## src/rtl/duty_calc_pkg.sv

```systemverilog
// Shared widths, constants and state types for the RGB duty-cycle calculator.
package duty_calc_pkg;

    localparam int unsigned CNT_W      = 32;
    localparam int unsigned PCT_W      = 7;
    localparam int unsigned PCT_MAX    = 100;
    localparam int unsigned DIV_CYCLES = CNT_W + 7;

    typedef enum logic [2:0] {
        ST_IDLE,
        ST_LOAD,
        ST_DIV,
        ST_STORE,
        ST_DONE
    } state_t;

    typedef enum logic [1:0] {
        CH_RED,
        CH_GREEN,
        CH_BLUE
    } chan_t;

endpackage

```

## src/rtl/duty_calc_if.sv

```systemverilog
// Count inputs from the PWM detector and the percentage results of duty_calc.
interface duty_calc_if #(
    parameter int unsigned CNT_W = duty_calc_pkg::CNT_W,
    parameter int unsigned PCT_W = duty_calc_pkg::PCT_W
);

    logic [CNT_W-1:0] red_count;
    logic [CNT_W-1:0] green_count;
    logic [CNT_W-1:0] blue_count;
    logic [CNT_W-1:0] total_count;

    logic [PCT_W-1:0] red_pct;
    logic [PCT_W-1:0] green_pct;
    logic [PCT_W-1:0] blue_pct;
    logic             pct_valid;
    logic             busy;
    logic             overrun;

    modport master (
        output red_count, green_count, blue_count, total_count,
        input  red_pct, green_pct, blue_pct, pct_valid, busy, overrun
    );

    modport slave (
        input  red_count, green_count, blue_count, total_count,
        output red_pct, green_pct, blue_pct, pct_valid, busy, overrun
    );

endinterface

```

## src/rtl/duty_calc_seq_div.sv

```systemverilog
// Restoring unsigned divider, one quotient bit per cycle; the first bit is
// resolved on the start edge so DVD_W cycles later the quotient is final.
module seq_div #(
    parameter int unsigned DVD_W = 39,
    parameter int unsigned DVS_W = 32
) (
    input  logic             clk,
    input  logic             rst,
    input  logic             start,
    input  logic [DVD_W-1:0] dividend,
    input  logic [DVS_W-1:0] divisor,
    output logic [DVD_W-1:0] quotient,
    output logic             done
);

    localparam int unsigned CW = $clog2(DVD_W + 1);

    logic [DVS_W-1:0] rem_q;
    logic [DVD_W-1:0] quo_q;
    logic [CW-1:0]    cnt_q;
    logic             done_q;

    logic [DVS_W-1:0] rem_src_c;
    logic [DVD_W-1:0] quo_src_c;
    logic [DVS_W:0]   rem_shift_c;
    logic [DVS_W-1:0] diff_c;
    logic             q_bit_c;
    logic [DVS_W-1:0] rem_nxt_c;
    logic [DVD_W-1:0] quo_nxt_c;

    // One restoring step; a start restarts from a zero remainder.
    always_comb begin
        rem_src_c   = start ? '0 : rem_q;
        quo_src_c   = start ? dividend : quo_q;
        rem_shift_c = {rem_src_c, quo_src_c[DVD_W-1]};
        diff_c      = rem_shift_c[DVS_W-1:0] - divisor;
        q_bit_c     = (rem_shift_c >= {1'b0, divisor});
        rem_nxt_c   = q_bit_c ? diff_c : rem_shift_c[DVS_W-1:0];
        quo_nxt_c   = {quo_src_c[DVD_W-2:0], q_bit_c};
    end

    always_ff @(posedge clk or negedge rst) begin
        if (!rst) begin
            rem_q  <= '0;
            quo_q  <= '0;
            cnt_q  <= '0;
            done_q <= 1'b0;
        end else if (start) begin
            rem_q  <= rem_nxt_c;
            quo_q  <= quo_nxt_c;
            cnt_q  <= CW'(DVD_W - 1);
            done_q <= 1'b0;
        end else if (cnt_q != '0) begin
            rem_q  <= rem_nxt_c;
            quo_q  <= quo_nxt_c;
            cnt_q  <= cnt_q - CW'(1);
            done_q <= (cnt_q == CW'(1));
        end else begin
            done_q <= 1'b0;
        end
    end

    assign quotient = quo_q;
    assign done     = done_q;

endmodule

```

## src/rtl/duty_calc.sv

```systemverilog
// Converts PWM high-time counts into red/green/blue duty percentages at each
// measurement window end, sharing one sequential divider across channels.
module duty_calc
    import duty_calc_pkg::*;
#(
    parameter int unsigned CNT_W = duty_calc_pkg::CNT_W,
    parameter int unsigned PCT_W = duty_calc_pkg::PCT_W
) (
    input  logic        clk,
    input  logic        rst,
    duty_calc_if.slave  bus
);

    localparam int unsigned DIV_W = CNT_W + 7;

    logic [CNT_W-1:0] prev_red, prev_green, prev_blue, prev_total;
    logic [CNT_W-1:0] snap_red, snap_green, snap_blue, snap_total;

    state_t state, state_nxt;
    chan_t  chan;

    logic [PCT_W-1:0] res_red, res_green, res_blue;
    logic [PCT_W-1:0] red_pct_q, green_pct_q, blue_pct_q;
    logic             pct_valid_q, busy_q, overrun_q;

    logic             win_end_c, capture_c;
    logic             div_start_c, store_c, publish_c;
    logic [CNT_W-1:0] cnt_sel_c;
    logic [DIV_W-1:0] dividend_c;
    logic [DIV_W-1:0] quotient;
    logic             div_done;
    logic [PCT_W-1:0] pct_c;

    // A window ends when the running period count falls from nonzero to zero.
    assign win_end_c = (prev_total != '0) && (bus.total_count == '0);
    assign capture_c = win_end_c && !busy_q;

    always_ff @(posedge clk or negedge rst) begin
        if (!rst) state <= ST_IDLE;
        else      state <= state_nxt;
    end

    always_comb begin
        state_nxt = state;
        case (state)
            ST_IDLE:  if (capture_c) state_nxt = ST_LOAD;
            ST_LOAD:  state_nxt = ST_DIV;
            ST_DIV:   if (div_done) state_nxt = ST_STORE;
            ST_STORE: state_nxt = (chan == CH_BLUE) ? ST_DONE : ST_LOAD;
            ST_DONE:  state_nxt = ST_IDLE;
            default:  state_nxt = ST_IDLE;
        endcase
    end

    always_comb begin
        div_start_c = 1'b0;
        store_c     = 1'b0;
        publish_c   = 1'b0;
        case (state)
            ST_LOAD:  div_start_c = 1'b1;
            ST_STORE: store_c     = 1'b1;
            ST_DONE:  publish_c   = 1'b1;
            default:  ;
        endcase
    end

    always_comb begin
        case (chan)
            CH_RED:   cnt_sel_c = snap_red;
            CH_GREEN: cnt_sel_c = snap_green;
            CH_BLUE:  cnt_sel_c = snap_blue;
            default:  cnt_sel_c = snap_red;
        endcase
    end

    // count*100 needs 7 extra bits so nothing is lost before the divide.
    assign dividend_c = DIV_W'(cnt_sel_c) * DIV_W'(PCT_MAX);

    seq_div #(
        .DVD_W (DIV_W),
        .DVS_W (CNT_W)
    ) u_div (
        .clk      (clk),
        .rst      (rst),
        .start    (div_start_c),
        .dividend (dividend_c),
        .divisor  (snap_total),
        .quotient (quotient),
        .done     (div_done)
    );

    // Zero period reports 0; counts above the period saturate at 100.
    always_comb begin
        if (snap_total == '0)
            pct_c = '0;
        else if (quotient > DIV_W'(PCT_MAX))
            pct_c = PCT_W'(PCT_MAX);
        else
            pct_c = PCT_W'(quotient);
    end

    always_ff @(posedge clk or negedge rst) begin
        if (!rst) begin
            prev_red   <= '0;
            prev_green <= '0;
            prev_blue  <= '0;
            prev_total <= '0;
            snap_red   <= '0;
            snap_green <= '0;
            snap_blue  <= '0;
            snap_total <= '0;
        end else begin
            prev_red   <= bus.red_count;
            prev_green <= bus.green_count;
            prev_blue  <= bus.blue_count;
            prev_total <= bus.total_count;
            if (capture_c) begin
                snap_red   <= prev_red;
                snap_green <= prev_green;
                snap_blue  <= prev_blue;
                snap_total <= prev_total;
            end
        end
    end

    // Channel sequencer and per-channel result holding.
    always_ff @(posedge clk or negedge rst) begin
        if (!rst) begin
            chan      <= CH_RED;
            res_red   <= '0;
            res_green <= '0;
            res_blue  <= '0;
        end else if (capture_c) begin
            chan <= CH_RED;
        end else if (store_c) begin
            case (chan)
                CH_RED: begin
                    res_red <= pct_c;
                    chan    <= CH_GREEN;
                end
                CH_GREEN: begin
                    res_green <= pct_c;
                    chan      <= CH_BLUE;
                end
                default: begin
                    res_blue <= pct_c;
                    chan     <= CH_RED;
                end
            endcase
        end
    end

    // Results publish together; busy spans capture through the valid pulse.
    always_ff @(posedge clk or negedge rst) begin
        if (!rst) begin
            red_pct_q   <= '0;
            green_pct_q <= '0;
            blue_pct_q  <= '0;
            pct_valid_q <= 1'b0;
            busy_q      <= 1'b0;
            overrun_q   <= 1'b0;
        end else begin
            pct_valid_q <= publish_c;
            if (publish_c) begin
                red_pct_q   <= res_red;
                green_pct_q <= res_green;
                blue_pct_q  <= res_blue;
            end
            if (capture_c)
                busy_q <= 1'b1;
            else if (pct_valid_q)
                busy_q <= 1'b0;
            if (win_end_c && busy_q)
                overrun_q <= 1'b1;
        end
    end

    assign bus.red_pct   = red_pct_q;
    assign bus.green_pct = green_pct_q;
    assign bus.blue_pct  = blue_pct_q;
    assign bus.pct_valid = pct_valid_q;
    assign bus.busy      = busy_q;
    assign bus.overrun   = overrun_q;

endmodule

```

## src/flat_wrapper.sv

```systemverilog
// flat-port wrapper written by rule: the top's interface ports become plain ports
module duty_calc_flat import duty_calc_pkg::*;
#(
    parameter int unsigned CNT_W = duty_calc_pkg::CNT_W,
    parameter int unsigned PCT_W = duty_calc_pkg::PCT_W
)
  (clk, rst, bus_red_count, bus_green_count, bus_blue_count, bus_total_count, bus_red_pct, bus_green_pct, bus_blue_pct, bus_pct_valid, bus_busy, bus_overrun);
  duty_calc_if #(.CNT_W(CNT_W), .PCT_W(PCT_W)) bus_i ();
  input  logic clk;
  input  logic rst;
  input wire logic [$bits(bus_i.red_count)-1:0] bus_red_count;
  input wire logic [$bits(bus_i.green_count)-1:0] bus_green_count;
  input wire logic [$bits(bus_i.blue_count)-1:0] bus_blue_count;
  input wire logic [$bits(bus_i.total_count)-1:0] bus_total_count;
  output wire logic [$bits(bus_i.red_pct)-1:0] bus_red_pct;
  output wire logic [$bits(bus_i.green_pct)-1:0] bus_green_pct;
  output wire logic [$bits(bus_i.blue_pct)-1:0] bus_blue_pct;
  output wire logic [$bits(bus_i.pct_valid)-1:0] bus_pct_valid;
  output wire logic [$bits(bus_i.busy)-1:0] bus_busy;
  output wire logic [$bits(bus_i.overrun)-1:0] bus_overrun;
  assign bus_i.red_count = bus_red_count;
  assign bus_i.green_count = bus_green_count;
  assign bus_i.blue_count = bus_blue_count;
  assign bus_i.total_count = bus_total_count;
  assign bus_red_pct = bus_i.red_pct;
  assign bus_green_pct = bus_i.green_pct;
  assign bus_blue_pct = bus_i.blue_pct;
  assign bus_pct_valid = bus_i.pct_valid;
  assign bus_busy = bus_i.busy;
  assign bus_overrun = bus_i.overrun;
  duty_calc #(.CNT_W(CNT_W), .PCT_W(PCT_W)) u_core (.clk(clk), .rst(rst), .bus(bus_i));
endmodule
```

## config.mk

```make
export PLATFORM = sky130hd
export DESIGN_NAME = duty_calc_flat
export DESIGN_NICKNAME = d
export VERILOG_FILES = /design/src/rtl/duty_calc_pkg.sv /design/src/rtl/duty_calc_if.sv /design/src/rtl/duty_calc_seq_div.sv /design/src/rtl/duty_calc.sv /design/src/flat_wrapper.sv
export SDC_FILE = /design/constraint.sdc
export NUM_CORES = 1
export LEC_CHECK = 0
export ABC_CLOCK_PERIOD_IN_PS = 7800
export CORE_UTILIZATION = 53
export DETAILED_ROUTE_END_ITERATION = 6
export GPL_TIMING_DRIVEN = 0
export PLACE_DENSITY = 0.76
export SKIP_LAST_GASP = 1
export SLEW_MARGIN = 20
export SYNTH_ARGS = -nofsm -noshare
export SYNTH_HDL_FRONTEND = slang
export SYNTH_SLANG_ARGS = --single-unit
```

## constraint.sdc

```tcl
create_clock -name clk -period 7.8 [get_ports clk]
set_input_delay 1.17 -clock clk [delete_from_list [all_inputs] [get_ports clk]]
set_output_delay 1.17 -clock clk [all_outputs]
set_load 0.005 [all_outputs]
```

==> results.ini, run 1 <==
[layout]
drive_above_1_share = 0.117
syn_to_final_growth_pct = 19.3
final_net_count = 2381
final_core_util = 0.643
antenna_cells = 0
stdcell_area_sq_um = 23600
n_fill_cell = 2798

[route]
dr_total_vias = 14800
dr.pass1.iters = 6
antenna_left = 0
wl_per_cell_um = 18.8
vias_per_cell = 5.73
totalWireLength_um = 48400
drc = 0
drtIter0Drc = 970

[synth]
synth_nets = 2177
synth-edff-count = 0
netlist_instances = 1881
yosysTopAreaCell = dfrtp_1
netlist_top_cells_count = 384 x dfrtp_1, 166 x inv_1, 156 x a21oi_1, 141 x nand2_1, 140 x ha_1
synth-seq-cells = 384
ys_top_cells_by_area = dfrtp_1 49%, ha_1 8.9%, mux2_2 6.9%
yosysMostFrequentCell = dfrtp_1
ys_types = 69
yosysWarnings = 0
syn_area_per_cell_sq_um = 10.5
ys.flop_type = dfrtp_1
synth_area_sq_um = 19800
yosysTopAreaCellShare = 0.486
yosysSeqAreaShare = 0.486
synth-async-reset-ratio = 1.00

[clock_network]
clkSinkCount = 384
clock_latency_ns = 0.57
cts_tree = built
numCtsBuffers = 39
cts_root_buf = clkbuf_16
cts.clk_slew.worst_paths_ns = 0.07
cts_hold_buf = 0
max-clock-path-buffers = 3
cts.htree.levels = 2

[sta]
skew_ns = 0.0453
finalSetupTns_ns = 0
min_period_ns = 7.51
maxSlewViolCount = 0
setup_violations = 0
fmax_ghz = 0.133
slew-limit-headroom = 0.294
finalHoldViolCount = 0
tightest_slew_ns = 1.06
rsz0062_at_grt = no
fin_crit_sh = 0.963

[setup_path]
critical_path_arrival_ns = 8.00
required_ns = 8.29
r2r_end = u_core.u_div.rem_q[24]
cpMaxStageDelayCell = fa_1
timing.reg2reg.worst_path_depth = 31
critPathCaptureType = register
critical_path.max_stage_delay_ns = 0.53
regToRegSetupSlack_ns = 0.29
cp_max_fo = 10
cpMostUsedCell = ha_1
r2r_start = u_core.chan[0]
startpoint_type = register
critical_path_class = reg2reg

[power_and_ir_drop]
swShare = 0.205
p_switching_mw = 0.844
clockPowerShare = 0.476
peakVddDrop_mv = 0.186
p_comb_frac = 0.028
leakagePower_nw = 11.5
p_total_mw = 4.11
p_seq_frac = 0.497
powerDensity_nw_per_um2 = 174
intPower_mw = 3.27

[floorplan]
core_area_sq_um = 36700
die-area_sq_um = 38100
boundaryPins = 154
start_util = 0.539
rows = 70
die_w_um = 195
die_h_um = 195

[global_routing]
grt_max_degree = 104
grt_pass1_vias = 14900
met2_usage = 0.417
overflow = 0
grtUsageMet1 = 0.360
grt_use_total = 0.262
busiest_layer = met2
globalRouteMet3Util = 0.0487
antenna_found_initial = 1
grt_pass1_wl_um = 78900

[place]
finalWeightedCongestion = 0.912
dpl.hpwl_um = 36200
placed_area_sq_um = 22000
portBuffers = 153

[run_status]
outcome = finished clean

[run]
max-cap-violations = 0

[hold_path]
hold_path_class = in2async

[metrics by stage]
step	setup WS, ns	cells	hold slack (ns)
floorplan	0.427	1881	0.442
global placement	-10.35	2502	0.443
detailed placement	-1.19	2506	0.449
CTS	0.00691	2576	0.392
global route	0.0276	2580	0.405
finish	0.291	2580	0.406
[logic make-up (layout without fill, tap and decap cells)]
| logic type | after synthesis | in the layout | share of synthesized area |
|---|---|---|---|
| AOI/OAI and AO/OA | 448 | 448 | 0.141 |
| xor gates and xnor gates | 61 | 61 | 0.0270 |
| adders and majority gates | 166 | 166 | 0.115 |
| buffers and inverters | 250 | 481 | 0.0483 |
| DFF | 384 | 384 | 0.486 |
| muxes | 147 | 147 | 0.0828 |
| and+or+nand+nor | 425 | 425 | 0.100 |
[critical path, delay by kind of cell (launching register included)]
family,cells,cell delay (ns)
AOI/OAI and AO/OA,13,3.12
xor gates and xnor gates,2,0.37
adders and majority gates,7,2.38
buffers and inverters,6,0.73
DFF,1,0.38
muxes,1,0.15
and+or+nand+nor,2,0.30
[state kept, by name (all words and copies together), names as in the netlist, 3 cells and up]
signal,cells
u_core.bus.red_pct,7
u_core.u_div.cnt_q,6
u_core.u_div.rem_q,32
u_core.snap_total,32
u_core.prev_red,32
u_core.res_green,7
u_core.prev_green,32
u_core.prev_blue,32
u_core.res_red,7
u_core.bus.green_pct,7
u_core.bus.blue_pct,7
u_core.res_blue,7
u_core.snap_green,32
u_core.snap_blue,32
u_core.prev_total,32
u_core.u_div.quotient,39
u_core.state,3
u_core.snap_red,32
[area by class of cell]
type                    instances  area (sq um)  area share
inverters                     166           623      0.0264
plain buffers                  83           383      0.0162
well taps                     468           586      0.0248
flip-flops and latches        384          9610       0.407
clock buffers                  51          1110      0.0471
repair buffers                164          1700      0.0720
multi-input cells            1247          9330       0.396
clock inverters                17           250      0.0106
[cell usage in the layout (no fill, tap or decap), drive strengths merged, types with 26 or more instances in the layout]
master / count
a21o: 43
a21oi: 156
a22oi: 45
and2: 33
buf: 27
clkbuf: 119
clkdlybuf4s50: 152
dfrtp: 384
fa: 26
ha: 140
inv: 166
mux2: 122
nand2: 141
nor2: 126
nor4: 35
o21ai: 104
xnor2: 33
xor2: 28
[power by group through the flow]
stage          combinational, mW  clock (mW)  sequential [mW]
2_1_floorplan            0.00203           0             2.07
3_3_place_gp               0.108           0             2.08
3_5_place_dp               0.117           0             2.08
4_1_cts                    0.118        1.99             2.04
5_1_grt                    0.127        2.07             2.04
6_report                   0.114        1.96             2.04
[repair_timing]
| action | in CTS | in global routing |
|---|---|---|
| buffers inserted | 2 | 5 |
| resized for setup | 25 | 33 |
| endpoints found under the setup margin | 33 | 33 |
| pin swaps | 3 | 10 |
[per-layer routing]
layer / part of all wire / routed length [um]
met2: 0.46 / 22400
met4: 0.030 / 1470
met5: 0.00027 / 13
met1: 0.45 / 21600
met3: 0.060 / 2900
[worst max path at each step]
stage | start | endpoint | slack [ns] | cells past startpoint
finish | u_core.chan[0] | u_core.u_div.rem_q[24] | 0.29 | 31
global route | u_core.chan[0] | u_core.u_div.rem_q[11] | 0.03 | 32
floorplan | u_core.chan[0] | u_core.u_div.rem_q[10] | 0.43 | 32
global placement | rst | u_core.prev_blue[23] | -10.35 | 1
CTS | u_core.chan[0] | u_core.u_div.rem_q[16] | 0.007 | 32
detailed placement | u_core.chan[0] | u_core.u_div.rem_q[16] | -1.19 | 32
Note: power is estimated with default switching activity, not from simulation.
==> run 2, diff against run 1 <==
--- a/config.mk
+++ b/config.mk
@@ -5,8 +5,9 @@
 export SDC_FILE = /design/constraint.sdc
 export NUM_CORES = 1
 export LEC_CHECK = 0
-export ABC_CLOCK_PERIOD_IN_PS = 7800
+export ABC_CLOCK_PERIOD_IN_PS = 6300
 export CORE_UTILIZATION = 53
+export CTS_CLUSTER_DIAMETER = 120
 export DETAILED_ROUTE_END_ITERATION = 6
 export GPL_TIMING_DRIVEN = 0
 export PLACE_DENSITY = 0.76
==> constraint.sdc (replaced) <==
create_clock -name clk -period 6.3 [get_ports clk]
set_input_delay 0.945 -clock clk [delete_from_list [all_inputs] [get_ports clk]]
set_output_delay 0.945 -clock clk [all_outputs]
set_load 0.005 [all_outputs]
==> results.ini, run 2 (synthesized netlist as in run 1, its figures left out) <==
[global_routing]
grt_use_total = 0.264
grt_max_degree = 104
antenna_found_initial = 0
grt_pass1_vias = 14900
grt_pass1_wl_um = 79600
overflow = 0

[floorplan]
die-area_sq_um = 38100
start_util = 0.539
core_area_sq_um = 36700
boundaryPins = 154
die_h_um = 195
rows = 70
die_w_um = 195

[power_and_ir_drop]
leakagePower_nw = 11.8
powerDensity_nw_per_um2 = 208
peakVddDrop_mv = 0.250

[sta]
slew-limit-headroom = 0.369
fin_crit_sh = 1.10
min_period_ns = 6.96
tightest_slew_ns = 0.945
setup_slack_ns = -0.659
setup_violations = 33
maxSlewViolCount = 0
finalSetupTns_ns = -19.85
finalHoldViolCount = 0
rsz0062_at_grt = yes
fmax_ghz = 0.144
skew_ns = 0.0359

[setup_path]
critical_path_class = reg2reg
cpMaxStageDelayCell = fa_1
critical_path.max_stage_delay_ns = 0.47
required_ns = 6.81
startpoint_type = register
critical_path_arrival_ns = 7.47
critPathCaptureType = register
cpMostUsedCell = ha_1
cp_max_fo = 8

[route]
drtIter0Drc = 1107
drc = 0
totalWireLength_um = 49900
antenna_left = 0
vias_per_cell = 5.71
wl_per_cell_um = 19.0
dr_total_vias = 15000
dr.pass1.iters = 5

[clock_network]
cts.clk_slew.worst_paths_ns = 0.07
max-clock-path-buffers = 3
clock_latency_ns = 0.59
numCtsBuffers = 39
clkSinkCount = 384
cts.htree.levels = 2
cts_root_buf = clkbuf_16
cts_tree = built
cts_hold_buf = 0

[layout]
largest_register_ffs = 39
final_net_count = 2420
final_core_util = 0.670
antenna_cells = 0
final_cell_mix = 384 x dfrtp_1, 162 x inv_1, 152 x clkdlybuf4s50_1, 140 x nand2_1, 137 x a21oi_1
drive_above_1_share = 0.166
syn_to_final_growth_pct = 24.4
final_common_cell = dfrtp_1

[hold_path]
hold_path_class = in2async

[place]
portBuffers = 153
finalWeightedCongestion = 0.901
dpl.hpwl_um = 36100

[run_status]
violations = setup timing
outcome = finished with violations

[run]
max-cap-violations = 0

run 2: cell count changes in the layout (fill, tap and decap cells not counted), sizes merged:
cell and delta:
clkinv -3, bufbuf +1, inv +3, clkbuf -1
clkinvlp +3, buf +38
run 2: layout make-up:
class | count | area [sq um]
well taps | 468 | 586
fillers | 2674 | 12100
multi-input cells | 1247 | 9830
repair buffers | 204 | 2090
clock inverters | 20 | 287
flip-flops and latches | 384 | 9610
plain buffers | 82 | 490
clock buffers | 50 | 1090
inverters | 166 | 623
run 2: per-layer routing:
metal | GRT usage | vias to the layer above | share of wire
met5 | 0 | - | 0
met4 | 0.101 | 0 | 0.029
met3 | 0.0451 | 87 | 0.062
li1 | - | 7046 | -
met2 | 0.417 | 485 | 0.47
met1 | 0.365 | 7340 | 0.44
run 2: worst paths after layout:
path	cells past startpoint	endpoint	slack, ns	startpoint
min	1	u_core.u_div.rem_q[5]	0.33	rst
min reg2reg	1	u_core.bus.overrun	0.46	u_core.bus.overrun
max in group asynchronous	3	u_core.snap_blue[24]	4.50	rst
max reg2reg	30	u_core.u_div.rem_q[0]	-0.66	u_core.chan[1]
max	30	u_core.u_div.rem_q[0]	-0.66	u_core.chan[1]
min in group clk	1	u_core.bus.overrun	0.46	u_core.bus.overrun
run 2: timing repair:
| item | in CTS | in global routing |
|---|---|---|
| resized for setup | 70 | 58 |
| cloned | 3 | 1 |
| hold endpoints to repair | 0 | 0 |
| buffers inserted | 33 | 11 |
| endpoints found under the setup margin | 33 | 33 |
| pin swaps | 35 | 49 |
run 2: critical path: cells and delay by family, from the launching register on:
family,cells,cell delay (ns)
AO/OA/AOI/OAI,16,3.49
XOR/XNOR,1,0.11
buffers and inverters,5,0.66
AND/OR/NAND/NOR,1,0.13
flip-flops,1,0.41
multiplexers,1,0.27
adder cells (fa/ha/maj),6,1.80
run 2: report_power, final:
part | leakage, nW | internal, mW | switching, mW
Sequential | 4.90 | 2.51 | 0.0188
Combinational | 6.20 | 0.0768 | 0.0620
Clock | 0.668 | 1.44 | 1.01
Total | 11.8 | 4.03 | 1.09
run 2: metrics by stage:
| stage | setup slack [ns] | hold slack, ns | power [mW] | instance area (sq um) | instances |
|---|---|---|---|---|---|
| after floorplan | -0.141 | 0.442 | 2.56 | 20000 | 1881 |
| after global placement | -11.61 | 0.442 | 2.71 | 22100 | 2502 |
| after detailed placement | -1.29 | 0.449 | 2.71 | 22200 | 2505 |
| after CTS | -0.670 | 0.366 | 5.15 | 24200 | 2610 |
| after global routing | -0.932 | 0.403 | 5.27 | 24600 | 2621 |
| final | -0.659 | 0.333 | 5.12 | 24600 | 2621 |
==> run 3, diff against run 2 <==
--- a/config.mk
+++ b/config.mk
@@ -6,6 +6,7 @@
 export NUM_CORES = 1
 export LEC_CHECK = 0
 export ABC_CLOCK_PERIOD_IN_PS = 6300
+export CORE_MARGIN = 4
 export CORE_UTILIZATION = 53
 export CTS_CLUSTER_DIAMETER = 120
 export DETAILED_ROUTE_END_ITERATION = 6
==> results.ini, run 3 (synthesized netlist as in run 1, its figures left out) <==
[run_status]
outcome = finished with violations
violations = setup timing

[sta]
slew-limit-headroom = 0.367
rsz0062_at_grt = yes
fin_crit_sh = 1.11
skew_ns = 0.0345
fmax_ghz = 0.143
tightest_slew_ns = 0.948
finalHoldViolCount = 0
maxSlewViolCount = 0
holdWs_ns = 0.335
min_period_ns = 7.00
setup_slack_ns = -0.702
setup_violations = 33

[layout]
syn_to_final_growth_pct = 23.1
multi_input_area_sq_um = 9660
final_net_count = 2410
n_fill_cell = 2701
final_core_util = 0.663
final_cell_mix = 384 x dfrtp_1, 161 x inv_1, 152 x clkdlybuf4s50_1, 141 x a21oi_1, 138 x nand2_1
largest_register_ffs = 39
seqCellArea_sq_um = 9610
antenna_cells = 0
drive_above_1_share = 0.151
final_common_cell = dfrtp_1

[setup_path]
required_ns = 6.73
critPathCaptureType = register
critical_path.max_stage_delay_ns = 0.50
critical_path_arrival_ns = 7.43
timing.reg2reg.worst_path_depth = 32
cp_max_fo = 10
critical_path_class = reg2reg
startpoint_type = register
cpMostUsedCell = ha_4
cpMaxStageDelayCell = fa_1

[power_and_ir_drop]
swShare = 0.204
leakagePower_nw = 11.7
p_seq_frac = 0.491
powerDensity_nw_per_um2 = 212
peakVddDrop_mv = 0.262
intPower_mw = 4.09
p_switching_mw = 1.05
clockPowerShare = 0.482
p_comb_frac = 0.027

[floorplan]
boundaryPins = 154
start_util = 0.539
die_h_um = 201
core_area_sq_um = 36700
rows = 70
die_w_um = 201
die-area_sq_um = 40500

[route]
dr.pass1.iters = 5
dr_total_vias = 14900
antenna_left = 0
drtIter0Drc = 1028
totalWireLength_um = 50700
vias_per_cell = 5.72
wl_per_cell_um = 19.4
drc = 0

[clock_network]
cts.htree.levels = 2
max-clock-path-buffers = 3
cts_hold_buf = 0
numCtsBuffers = 39
cts_root_buf = clkbuf_16
clkSinkCount = 384
cts_tree = built
cts.clk_slew.worst_paths_ns = 0.07
clock_latency_ns = 0.57

[place]
dpl.hpwl_um = 36500
finalWeightedCongestion = 0.927
portBuffers = 153

[hold_path]
hold_path_class = in2async

[global_routing]
overflow = 0
grt_max_degree = 109
grt_use_total = 0.245
grt_pass1_vias = 15200
grt_pass1_wl_um = 80600
antenna_found_initial = 1

[run]
max-cap-violations = 0

-- run 3: power groups by stage --
| stage | Combinational (mW) | Clock, mW | Sequential, mW |
|---|---|---|---|
| 6_report | 0.138 | 2.48 | 2.53 |
| 5_1_grt | 0.154 | 2.62 | 2.53 |
| 4_1_cts | 0.142 | 2.52 | 2.53 |
| 3_5_place_dp | 0.142 | 0 | 2.57 |
| 3_3_place_gp | 0.133 | 0 | 2.57 |
| 2_1_floorplan | 0.00251 | 0 | 2.56 |
-- run 3: path summary, 6_finish.rpt --
kind | start | end | slack [ns]
max reg2reg | u_core.chan[0] | u_core.u_div.rem_q[16] | -0.70
max | u_core.chan[0] | u_core.u_div.rem_q[16] | -0.70
min in group clk | u_core.prev_red[21] | u_core.snap_red[21] | 0.47
min reg2reg | u_core.prev_red[21] | u_core.snap_red[21] | 0.47
max in group asynchronous | rst | u_core.snap_red[28] | 5.01
min | rst | u_core.u_div.rem_q[11] | 0.33
-- run 3: metal layers --
| metal | GRT usage | vias up | share of wire |
|---|---|---|---|
| met4 | 0.0772 | 2 | 0.030 |
| met3 | 0.0396 | 102 | 0.059 |
| met2 | 0.399 | 471 | 0.47 |
| li1 | - | 7023 | - |
| met1 | 0.342 | 7336 | 0.44 |
| met5 | 0 | - | 0.00026 |
-- run 3: worst max-delay path, delay by kind of cell, from the launching register on --
| kind | cells | cell delay, ns |
|---|---|---|
| buffers and inverters | 9 | 1.11 |
| and+or+nand+nor | 2 | 0.50 |
| xor gates and xnor gates | 1 | 0.17 |
| muxes | 2 | 0.35 |
| DFF | 1 | 0.42 |
| AOI/OAI and AO/OA | 12 | 2.58 |
| adders and majority gates | 6 | 1.72 |
-- run 3: metrics by stage --
stage	cells	instance area, sq um	setup WS, ns	setup TNS, ns	power (mW)
2_1_floorplan	1881	20000	-0.141	-2.23	2.56
3_3_place_gp	2502	22100	-11.50	-4437.25	2.71
3_5_place_dp	2505	22200	-1.34	-39.34	2.71
4_1_cts	2601	24100	-0.566	-16.70	5.19
5_1_grt	2610	24300	-0.867	-26.79	5.30
6_report	2610	24300	-0.702	-21.31	5.15
-- run 3: layout make-up --
type	instances	area share
Multi-Input combinational cell	1247	0.397
Sequential cell	384	0.395
Timing Repair Buffer	192	0.0805
Clock buffer	57	0.0483
Inverter	166	0.0256
Tap cell	468	0.0241
Buffer	84	0.0208
Clock inverter	12	0.00879
-- run 3: repair_timing --
item,CTS,global route
setup buffers,26,7
gates cloned,1,2
gates resized for setup,67,34
setup endpoints to repair,33,33
pin swaps,43,30
